--- src/rtl/asmd_operand_sequencer_pkg.sv ---
// Shared definitions for the asmd operand sequencer: FSM state codes, default widths
// and a constant-evaluable clog2 used to size ports and counters.
package asmd_pkg;

    localparam int unsigned WORD_LENGTH_DEFAULT = 4;

    localparam logic [2:0] ST_IDLE      = 3'd0;
    localparam logic [2:0] ST_ISSUE     = 3'd1;
    localparam logic [2:0] ST_WAIT_BUSY = 3'd2;
    localparam logic [2:0] ST_WAIT_DONE = 3'd3;
    localparam logic [2:0] ST_HOLD      = 3'd4;

    function automatic int unsigned asmd_clog2(input int unsigned value);
        int unsigned result;
        int unsigned rem;
        result = 0;
        rem    = (value > 0) ? value - 1 : 0;
        while (rem > 0) begin
            result = result + 1;
            rem    = rem >> 1;
        end
        return result;
    endfunction

endpackage

--- src/rtl/asmd_operand_sequencer_fifo.sv ---
// Synchronous FIFO holding queued operand pairs; push is ignored when full, pop when empty.
module asmd_sync_fifo
    import asmd_pkg::*;
#(
    parameter int unsigned width = 8,
    parameter int unsigned depth = 4
) (
    input  logic                       i_clk,
    input  logic                       i_rst_n,
    input  logic                       i_push,
    input  logic                       i_pop,
    input  logic [width-1:0]           i_wdata,
    output logic [width-1:0]           o_rdata,
    output logic                       o_full,
    output logic                       o_empty,
    output logic [asmd_clog2(depth):0] o_count
);

    localparam int unsigned AW = asmd_clog2(depth);

    logic [width-1:0] r_mem [depth];
    logic [AW-1:0]    r_wptr;
    logic [AW-1:0]    r_rptr;
    logic [AW:0]      r_count;
    logic             w_push;
    logic             w_pop;

    assign o_full  = (r_count == (AW+1)'(depth));
    assign o_empty = (r_count == '0);
    assign o_count = r_count;
    assign o_rdata = r_mem[r_rptr];
    assign w_push  = i_push && !o_full;
    assign w_pop   = i_pop && !o_empty;

    // Storage is not reset: pointers and count alone define what is valid.
    always_ff @(posedge i_clk) begin
        if (w_push) begin
            r_mem[r_wptr] <= i_wdata;
        end
    end

    always_ff @(posedge i_clk or negedge i_rst_n) begin
        if (!i_rst_n) begin
            r_wptr  <= '0;
            r_rptr  <= '0;
            r_count <= '0;
        end else begin
            if (w_push) begin
                r_wptr <= r_wptr + AW'(1);
            end
            if (w_pop) begin
                r_rptr <= r_rptr + AW'(1);
            end
            case ({w_push, w_pop})
                2'b10:   r_count <= r_count + (AW+1)'(1);
                2'b01:   r_count <= r_count - (AW+1)'(1);
                default: r_count <= r_count;
            endcase
        end
    end

endmodule

--- src/rtl/asmd_operand_sequencer.sv ---
// Feeds queued operand pairs to asmd_multiplier one at a time and returns products in
// order on a valid/ready port; aborts and flags a sticky error if the multiplier hangs.
module asmd_operand_sequencer
    import asmd_pkg::*;
#(
    parameter int unsigned word_length    = WORD_LENGTH_DEFAULT,
    parameter int unsigned fifo_depth     = 4,
    parameter int unsigned timeout_cycles = 64
) (
    input  logic                            clk,
    input  logic                            reset,
    input  logic                            in_valid,
    output logic                            in_ready,
    input  logic [word_length-1:0]          in_word0,
    input  logic [word_length-1:0]          in_word1,
    output logic                            mult_start,
    output logic [word_length-1:0]          mult_word0,
    output logic [word_length-1:0]          mult_word1,
    input  logic                            mult_ready,
    input  logic [2*word_length-1:0]        mult_product,
    output logic                            res_valid,
    input  logic                            res_ready,
    output logic [2*word_length-1:0]        res_product,
    output logic                            busy,
    output logic                            error,
    output logic [asmd_clog2(fifo_depth):0] count
);

    localparam int unsigned TW = asmd_clog2(timeout_cycles + 1);
    localparam logic [TW-1:0] TIMER_LAST = TW'(timeout_cycles - 1);

    logic [2:0]               r_state;
    logic [TW-1:0]            r_timer;
    logic                     r_start;
    logic [word_length-1:0]   r_word0;
    logic [word_length-1:0]   r_word1;
    logic                     r_res_valid;
    logic [2*word_length-1:0] r_res_product;
    logic                     r_error;

    logic [2*word_length-1:0] w_head;
    logic                     w_full;
    logic                     w_empty;
    logic                     w_pop;
    logic                     w_timeout;

    assign w_pop     = (r_state == ST_IDLE) && !w_empty && mult_ready;
    assign w_timeout = (r_timer == TIMER_LAST);

    asmd_sync_fifo #(
        .width (2*word_length),
        .depth (fifo_depth)
    ) u_fifo (
        .i_clk   (clk),
        .i_rst_n (reset),
        .i_push  (in_valid),
        .i_pop   (w_pop),
        .i_wdata ({in_word0, in_word1}),
        .o_rdata (w_head),
        .o_full  (w_full),
        .o_empty (w_empty),
        .o_count (count)
    );

    always_ff @(posedge clk or negedge reset) begin
        if (!reset) begin
            r_state       <= ST_IDLE;
            r_timer       <= '0;
            r_start       <= 1'b0;
            r_word0       <= '0;
            r_word1       <= '0;
            r_res_valid   <= 1'b0;
            r_res_product <= '0;
            r_error       <= 1'b0;
        end else begin
            r_start <= 1'b0;
            case (r_state)
                ST_IDLE: begin
                    if (w_pop) begin
                        {r_word0, r_word1} <= w_head;
                        r_start            <= 1'b1;
                        r_state            <= ST_ISSUE;
                    end
                end
                ST_ISSUE: begin
                    r_timer <= '0;
                    r_state <= ST_WAIT_BUSY;
                end
                // Timeout takes priority over a completion seen on the same edge.
                ST_WAIT_BUSY, ST_WAIT_DONE: begin
                    if (w_timeout) begin
                        r_error <= 1'b1;
                        r_state <= ST_IDLE;
                    end else begin
                        r_timer <= r_timer + TW'(1);
                        if ((r_state == ST_WAIT_BUSY) && !mult_ready) begin
                            r_state <= ST_WAIT_DONE;
                        end else if ((r_state == ST_WAIT_DONE) && mult_ready) begin
                            r_res_product <= mult_product;
                            r_res_valid   <= 1'b1;
                            r_state       <= ST_HOLD;
                        end
                    end
                end
                ST_HOLD: begin
                    if (res_ready) begin
                        r_res_valid <= 1'b0;
                        r_state     <= ST_IDLE;
                    end
                end
                default: r_state <= ST_IDLE;
            endcase
        end
    end

    assign in_ready    = !w_full;
    assign mult_start  = r_start;
    assign mult_word0  = r_word0;
    assign mult_word1  = r_word1;
    assign res_valid   = r_res_valid;
    assign res_product = r_res_product;
    assign busy        = (r_state != ST_IDLE);
    assign error       = r_error;

endmodule
--- config.mk ---
export PLATFORM = sky130hd
export DESIGN_NAME = asmd_operand_sequencer
export DESIGN_NICKNAME = d
export VERILOG_FILES = /design/src/rtl/asmd_operand_sequencer_pkg.sv /design/src/rtl/asmd_operand_sequencer_fifo.sv /design/src/rtl/asmd_operand_sequencer.sv
export SDC_FILE = /design/constraint.sdc
export NUM_CORES = 1
export LEC_CHECK = 0
export CORE_MARGIN = 2
export CORE_UTILIZATION = 57
export CTS_CLUSTER_SIZE = 24
export DETAILED_ROUTE_END_ITERATION = 8
export PLACE_DENSITY = 0.93
export SLEW_MARGIN = 5
export SYNTH_ARGS = -nofsm -noshare
export SYNTH_HDL_FRONTEND = slang
export SYNTH_SLANG_ARGS = --single-unit
export TNS_END_PERCENT = 20
--- constraint.sdc ---
create_clock -name clk -period 3.2 [get_ports clk]
set_input_delay 0.32 -clock clk [delete_from_list [all_inputs] [get_ports clk]]
set_output_delay 0.32 -clock clk [all_outputs]
set_load 0.1 [all_outputs]
; ---- Word level (Yosys, flattened, before mapping)
; Memories as Yosys holds them, arrays and structs flattened. A register that Yosys moved wholly into a read port is not among the register bits.
; Cells that the tools add are included.
[totals]
mem_bits_rw = 32
reg_bits = 28
memories = 1
elab_cells = 72
[mem_list]
columns = name, depth, word_bits, rd, rd_clocked_by_memory_dff, wr, line
row1 = u_fifo.r_mem, 4, 8, 1, 1, 1, asmd_operand_sequencer_fifo.sv:21  ; logic [width-1:0] r_mem [depth];
[classes]
n_bitwise = 2
mux = 18
addsub = 5
n_reduce_logical = 23
n_eq_ne = 14
[ops]
columns = operator, n
row1 = 3-bit two-way mux, 5
row2 = 7-bit one-hot mux with 2 select lines, 1
row3 = 3-bit one-hot mux with 4 select lines, 1
row4 = 1-bit two-way mux, 8
row5 = 2-bit != test (second input constant), 4
row6 = 7-bit by 1-bit adder with 7-bit output (second input constant), 1
row7 = 7-bit by 6-bit == test with 1-bit output (second input constant), 1
row8 = 7-bit two-way mux, 1
row9 = 3-bit by 2-bit == test with 1-bit output (second input constant), 2
row10 = 3-bit == test (second input constant), 2
row11 = 1-bit logical AND, 6
row12 = 3-bit zero test, 2
row13 = 3-bit one-hot mux with 2 select lines, 1
row14 = 2-bit AND reduction, 3
row15 = 2-bit nonzero test, 3
row16 = 5-bit AND reduction, 1
row17 = 2-bit by 1-bit adder with 2-bit output (second input constant), 2
row18 = 1-bit zero test, 4
row19 = 4-bit != test (second input constant), 1
row20 = 4-bit AND reduction, 1
row21 = 3-bit by 1-bit adder with 3-bit output (second input constant), 1
row22 = 3-bit by 1-bit == test with 1-bit output (second input constant), 1
row23 = 3-bit AND reduction, 1
row24 = 3-bit nonzero test, 1
row25 = other kinds (7), 8

; ---- Longest topological paths before layout
; Gate-level depths: netlist of the first run.
[logic_depth]
ltp_word = 7
depth_mapped = 10

; ---- Modules after synthesis
; Synthesis of the first run repeated with hierarchy kept, for this count alone.
[unflattened]
cells_unflattened = 195
area_unflattened_um2 = 2987.9
[modules_own_cells]
columns = mod, seq_area_each_um2, area_per_inst_um2, n_inst, cells_per_inst
row1 = asmd_sync_fifo, 1136.1, 1584.0, 1, 80
row2 = asmd_operand_sequencer, 725.7, 1403.8, 1, 115

; ---- Worst setup path before layout of the first run
; OpenSTA, ideal clock, no wires.
[synth_timing]
path_kind = reg-to-reg
startpoint = register u_fifo.r_count[2] (netlist: u_fifo.o_count[2])
endpoint = register u_fifo.r_count[2] (netlist: u_fifo.o_count[2])
stages_incl_launch_ff = 10
arrival_time_ps = 3113
path_buffers = 0
slack_ps = -75
setup_ps = 162
cell_sequence = dfrtp_1 > or3b_1 > and2_1 > inv_1 > ha_1 > inv_1 > fa_1 > xor2_1 > nor2_1 > xor2_1
[synth_via]
elab_cells_between_ends = 14
[synth_rtl]
columns = element, line
row1 = "start, declared", asmd_operand_sequencer_fifo.sv:24  ; logic [AW:0] r_count;
row2 = "start signal, assigned", asmd_operand_sequencer_fifo.sv:55  ; 2'b10: r_count <= r_count + (AW+1)'(1);
row3 = "start signal, assigned", asmd_operand_sequencer_fifo.sv:56  ; 2'b01: r_count <= r_count - (AW+1)'(1);
row4 = "start signal, assigned", asmd_operand_sequencer_fifo.sv:57  ; default: r_count <= r_count;
row5 = 3-bit == test (*), asmd_operand_sequencer_fifo.sv:28  ; assign o_full = (r_count == (AW+1)'(depth));
row6 = 1-bit zero test (*), n/a
row7 = via in_ready, asmd_operand_sequencer.sv:13  ; output logic in_ready,
row8 = 1-bit logical AND (*), asmd_operand_sequencer_fifo.sv:32  ; assign w_push = i_push && !o_full;
row9 = 2-bit by 1-bit == test with 1-bit output / 2-bit == test (equally long branches), asmd_operand_sequencer_fifo.sv:54  ; case ({w_push, w_pop})
row10 = 3-bit one-hot mux with 2 select lines / 2-bit nonzero test (equally long branches), n/a
; Mark *: on every way through the listed nets, which the timed path passes. The rest lies on a longest branch.
; A chain may end at the register's enable or synchronous reset.

; ---- Worst setup path after layout of the first run
[layout_timing]
startpoint = register r_state[1]
endpoint = output busy
[layout_via]
elab_chain_len = 1
[layout_lines]
columns = element, line
row1 = "start, declared", asmd_operand_sequencer.sv:32  ; logic [2:0] r_state;
row2 = "start signal, assigned", asmd_operand_sequencer.sv:67  ; r_state <= ST_IDLE;
row3 = "start signal, assigned", asmd_operand_sequencer.sv:82  ; r_state <= ST_ISSUE;
row4 = "start signal, assigned", asmd_operand_sequencer.sv:87  ; r_state <= ST_WAIT_BUSY;
row5 = 3-bit nonzero test, asmd_operand_sequencer.sv:122  ; assign busy = (r_state != ST_IDLE);
row6 = "end, declared", asmd_operand_sequencer.sv:24  ; output logic busy,
; Every way passes these cells.

==> results of run 1 <==
metrics by stage:
step           area (sq um)  utilization  cells
3_3_place_gp           3350        0.700    287
3_5_place_dp           3350        0.700    287
5_1_grt                3510        0.734    303
4_1_cts                3510        0.734    303
6_report               3510        0.734    303
2_1_floorplan          2860            -    183
routing by layer:
metal / vias to the layer above / global-route usage / routed length (um)
met5: - / 0 / 0
met4: 0 / 0.0794 / 55
met3: 5 / 0.0495 / 217
met2: 47 / 0.343 / 2710
met1: 860 / 0.283 / 2230
li1: 793 / - / -
critical path, cell delays in order (launching register included):
cell,delay (ns)
dfrtp_1,0.54
or3_1,0.41
clkdlybuf4s50_1,0.97
final cells by class:
class | instances | share of cell area
Clock inverter | 3 | 0.00392
Inverter | 8 | 0.00855
Tap cell | 67 | 0.0239
Sequential cell | 68 | 0.530
Clock buffer | 13 | 0.0424
Multi-Input combinational cell | 100 | 0.267
Timing Repair Buffer | 44 | 0.124
kinds of logic after synthesis:
logic type / synth area share
AND/OR/NAND/NOR: 0.0692
buffers and inverters: 0.0201
multiplexers: 0.134
adder cells (fa/ha/maj): 0.0333
flip-flops: 0.651
XOR/XNOR: 0.0184
AO/OA/AOI/OAI: 0.0740
flip-flops by register name, summed over array words and instances, names as in the netlist:
| name | flops |
|---|---|
| res_product | 8 |
| r_state | 3 |
| mult_word0 | 4 |
| u_fifo.r_wptr | 2 |
| u_fifo.r_rptr | 2 |
| r_timer | 7 |
| u_fifo.o_count | 3 |
| error | 1 |
| res_valid | 1 |
| mult_word1 | 4 |
| u_fifo.r_mem | 32 |
| mult_start | 1 |
synthesized netlist by cell type (4+ instances only):
master	number	area, sq um
mux4_2	8	180
dfrtp_1	36	901
nand2_1	6	22.5
and3_1	5	31.3
ha_1	6	75.1
inv_1	7	26.3
xnor2_1	4	35.0
nor2b_1	5	31.3
a21oi_1	5	25.0
edfxtp_1	32	961
clkbuf_1	5	18.8
mux2_2	16	180
cell usage in the layout, fill, tap and decap left out, types with 2 or more instances in the layout:
master and count:
clkbuf_1 3, xor2_1 2, clkinv_2 2, o211ai_1 3, mux2_2 16, ha_1 6, nand2_1 6, inv_1 7
or3_1 2, nor2b_1 5, edfxtp_1 32, nand3_1 2, nor2_1 3, xnor2_1 4, clkbuf_8 10, o311ai_0 2
dfrtp_1 35, o21ai_0 2, and3_1 5, clkdlybuf4s50_1 43, mux4_2 8, nand4_1 3, a41oi_1 2, a21oi_1 5
path summary, 6_finish.rpt:
kind / end / slack (ns) / depth (start not counted)
worst min-delay path: r_timer[0] / 0.07 / 1
max in group asynchronous: u_fifo.o_count[2] / 2.56 / 1
worst min register to register: error / 0.47 / 1
min in group clk: error / 0.47 / 1
worst max register to register: u_fifo.o_count[2] / 0.79 / 9
worst max-delay path: busy / 0.63 / 2
==> flow_summary.yaml, run 1 <==
status:
  status: "finished, final reports clean"
critical_path:
  critPathLaunch: "r_state[1]"
  worst_ep_arrival_time_ns: 2.25
  start_kind: "flip-flop"
  r2r-start: "r_state[2]"
  path_class: "reg -> out"
  crit_path_end_kind: "output port"
  cp_data_required_time_ns: 2.88
  cp_max_fo: 17
global_routing:
  antenna_found_initial: 0
  grt_max_degree: 37
  overflow: 0
  grt_pass1_vias: 1722
  grt_pass1_wl_mm: 8.52
  track_usage: 0.212
synthesis:
  syn-num-nets: 211
  synth_area_sq_um: 2860
  syn_avg_cell_area_sq_um: 15.6
  synth_cell_types: 48
  async_reset_ff_frac: 0.529
  yosysSeqAreaShare: 0.651
  synth_cells: 183
  synth_edf_count: 32
  synth-main-ff-cell: "dfrtp_1"
  ys_warn_count: 0
  ys_ff_latch: 68
sta:
  relSlewSlack: 0.320
  hold_violations: 0
  period_share: 0.804
  finalHoldWorstSlack_ns: 0.0743
  min_period_ns: 2.57
  finalWorstSetupSlack_ns: 0.628
  rsz0062_at_grt: "false"
  setup-tns-final_ns: 0
  tightest_slew_ns: 1.02
  slew_violations: 0
  clock.fmax_mhz: 389
  setup_viol: 0
  skew_ns: 0.00498
final_layout:
  fillers: 308
  antennaDiodeCount: 0
  areaGrowthSynthToFinish_pct: 22.9
  nNetsFinal: 259
  regArea_sq_um: 1860
  drive_gt1_frac: 0.178
  multiInputGateArea_sq_um: 938
clock_tree:
  cts_hold_buf: 0
  clockRootBuffer: "clkbuf_8"
  h-tree-depth: 3
  clkSlewWorstSetupHoldPaths_ns: 0.07
  cts.sinks: 68
  post_cts_buffers: 0
  post_cts_resized: 0
  clk_latency_ns: 0.32
  cts_tree: "built"
  clockBufferDepth: 2
  numCtsBuffers: 9
min_path:
  hold_class: "in -> async"
detailed_routing:
  final_antenna_net_count: 0
  drt-pass1-iter-count: 4
  drc: 0
  wl_mm: 5.22
  wl_per_cell_um: 17.2
  drtIter0Drc: 218
  viasPerCell: 5.63
  vias: 1705
die:
  die_w_um: 74.8
  placeableCoreArea_sq_um: 4790
  rows: 25
  die-area_sq_um: 5600
  start_util: 0.597
  fp.dieH_um: 74.8
  pin_count: 45
placed_design:
  hpwl_mm: 3.65
  place_ws_ns: 0.494
  io_buffers: 44
  gp_congestion: 0.837
job:
  drv_cap: 0
Power of run 1 is not shown: default switching activity piles up to over one toggle a cycle in this logic, so the estimate is an artifact.
==> inputs of run 2 (changes only) <==
--- a/config.mk
+++ b/config.mk
@@ -6,10 +6,10 @@
 export NUM_CORES = 1
 export LEC_CHECK = 0
 export CORE_MARGIN = 2
-export CORE_UTILIZATION = 57
+export CORE_UTILIZATION = 53
 export CTS_CLUSTER_SIZE = 24
 export DETAILED_ROUTE_END_ITERATION = 8
-export PLACE_DENSITY = 0.93
+export PLACE_DENSITY = 0.88
 export SLEW_MARGIN = 5
 export SYNTH_ARGS = -nofsm -noshare
 export SYNTH_HDL_FRONTEND = slang
==> constraint.sdc (replaced) <==
create_clock -name clk -period 2.6 [get_ports clk]
set_input_delay 0.26 -clock clk [delete_from_list [all_inputs] [get_ports clk]]
set_output_delay 0.26 -clock clk [all_outputs]
set_load 0.1 [all_outputs]
==> run 2 against run 1 <==
Global-route usage decreased by 1.5 points. Wire length decreased by 1.9%. Final area about the same. Critical path type is now reg -> reg. Die area increased by 7.1%. Highest routed layer unchanged.
==> flow_summary.yaml, run 2 (synthesis results as in run 1) <==
status:
  status: "finished, final reports clean"
critical_path:
  ff2ff_setup_slack_ns: 0.37
  crit_path_end_kind: "flip-flop"
  worst_ep_arrival_time_ns: 2.49
  cp_max_fo: 6
  cp_data_required_time_ns: 2.86
  path_class: "reg -> reg"
  start_kind: "flip-flop"
global_routing:
  antenna_found_initial: 0
  overflow: 0
  grt_pass1_vias: 1772
  grt_pass1_wl_mm: 8.81
  grt_max_degree: 37
  track_usage: 0.196
sta:
  slew_violations: 0
  hold_violations: 0
  period_share: 0.859
  relSlewSlack: 0.473
  setup-tns-final_ns: 0
  tightest_slew_ns: 0.790
  finalWorstSetupSlack_ns: 0.367
  rsz0062_at_grt: "false"
  setup_viol: 0
  skew_ns: 0.00359
  min_period_ns: 2.23
  clock.fmax_mhz: 448
clock_tree:
  numCtsBuffers: 9
  clockRootBuffer: "clkbuf_8"
  cts_hold_buf: 0
  clkSlewWorstSetupHoldPaths_ns: 0.07
  post_cts_resized: 0
  post_cts_buffers: 0
  h-tree-depth: 3
  clockBufferDepth: 2
  clk_latency_ns: 0.34
  cts_tree: "built"
  cts.sinks: 68
final_layout:
  fillers: 391
  largest_reg_flops: 32
  final_common_cell: "dfrtp_1"
  stdcell_area_sq_um: 3510
  regArea_sq_um: 1870
  mostFrequentLayoutCells: "dfrtp_1, edfxtp_1, buf_4, clkdlybuf4s50_1, mux2_2"
  finalNonFillerCells: 310
  antennaDiodeCount: 0
  nNetsFinal: 263
  areaGrowthSynthToFinish_pct: 23.0
  drive_gt1_frac: 0.308
  multiInputGateArea_sq_um: 941
  regMostFlops: "u_fifo.r_mem"
die:
  die_w_um: 77.4
  fp.dieH_um: 77.4
  placeableCoreArea_sq_um: 5140
  rows: 26
  die-area_sq_um: 6000
  start_util: 0.556
  pin_count: 45
detailed_routing:
  wl_per_cell_um: 16.5
  vias: 1718
  final_antenna_net_count: 0
  wl_mm: 5.12
  drt-pass1-iter-count: 4
  drc: 0
  drtIter0Drc: 129
  viasPerCell: 5.54
job:
  drv_cap: 0
placed_design:
  post_dp_cell_area_sq_um: 3330
  hpwl_mm: 3.49
  place_ws_ns: 0.248
  dp.cells: 294
  io_buffers: 44
  gp_congestion: 0.778
min_path:
  hold_class: "in -> async"
[run 2: changes by cell type in the layout (fill, tap and decap cells not counted), moves of 2 or more]
cell | previous run | this run
buf_4 | 0 | 28
clkdlybuf4s50_1 | 43 | 19
clkbuf_1 | 3 | 1
dfrtp_1 | 35 | 33
[run 2: final cells by class]
cell class                 count  share of cell area
sequential                    68               0.532
multi-input combinational    100               0.268
timing repair buffer          48               0.115
clock buffer                  10              0.0363
tap                           70              0.0249
clock inverter                 6              0.0157
inverter                       8             0.00854
[run 2: layer usage]
layer  up-vias  GRT usage  wire (um)
met5         -          0          0
met4         0      0.120         93
met3         8     0.0372        194
met2        37      0.317       2630
met1       873      0.247       2200
li1        800          -          -
[run 2: path summary, 6_finish.rpt]
path / from / endpoint / depth (start not counted)
worst max register to register: u_fifo.o_count[0] / u_fifo.o_count[2] / 9
worst min register to register: error / error / 1
worst max-delay path: u_fifo.o_count[0] / u_fifo.o_count[2] / 9
max in group asynchronous: reset / u_fifo.o_count[2] / 1
min in group clk: error / error / 1
worst min-delay path: reset / r_timer[2] / 1
[run 2: metrics by stage]
step                      hold slack, ns  utilization
final                           0.000655        0.684
after floorplan                  -0.0356            -
after detailed placement           0.399        0.648
after global placement             0.394        0.648
after CTS                         0.0289        0.684
after global routing              0.0906        0.684
[run 2: worst max-delay path, cell delays in order (launching register included)]
cell and delay (ns):
dfrtp_2 0.44, or3b_4 0.43, and2_1 0.21, inv_1 0.06, ha_1 0.17, inv_1 0.06, fa_1 0.37, xor2_1 0.15
nor2_1 0.12, xor2_1 0.15
Power of run 2 is left out for the same reason.
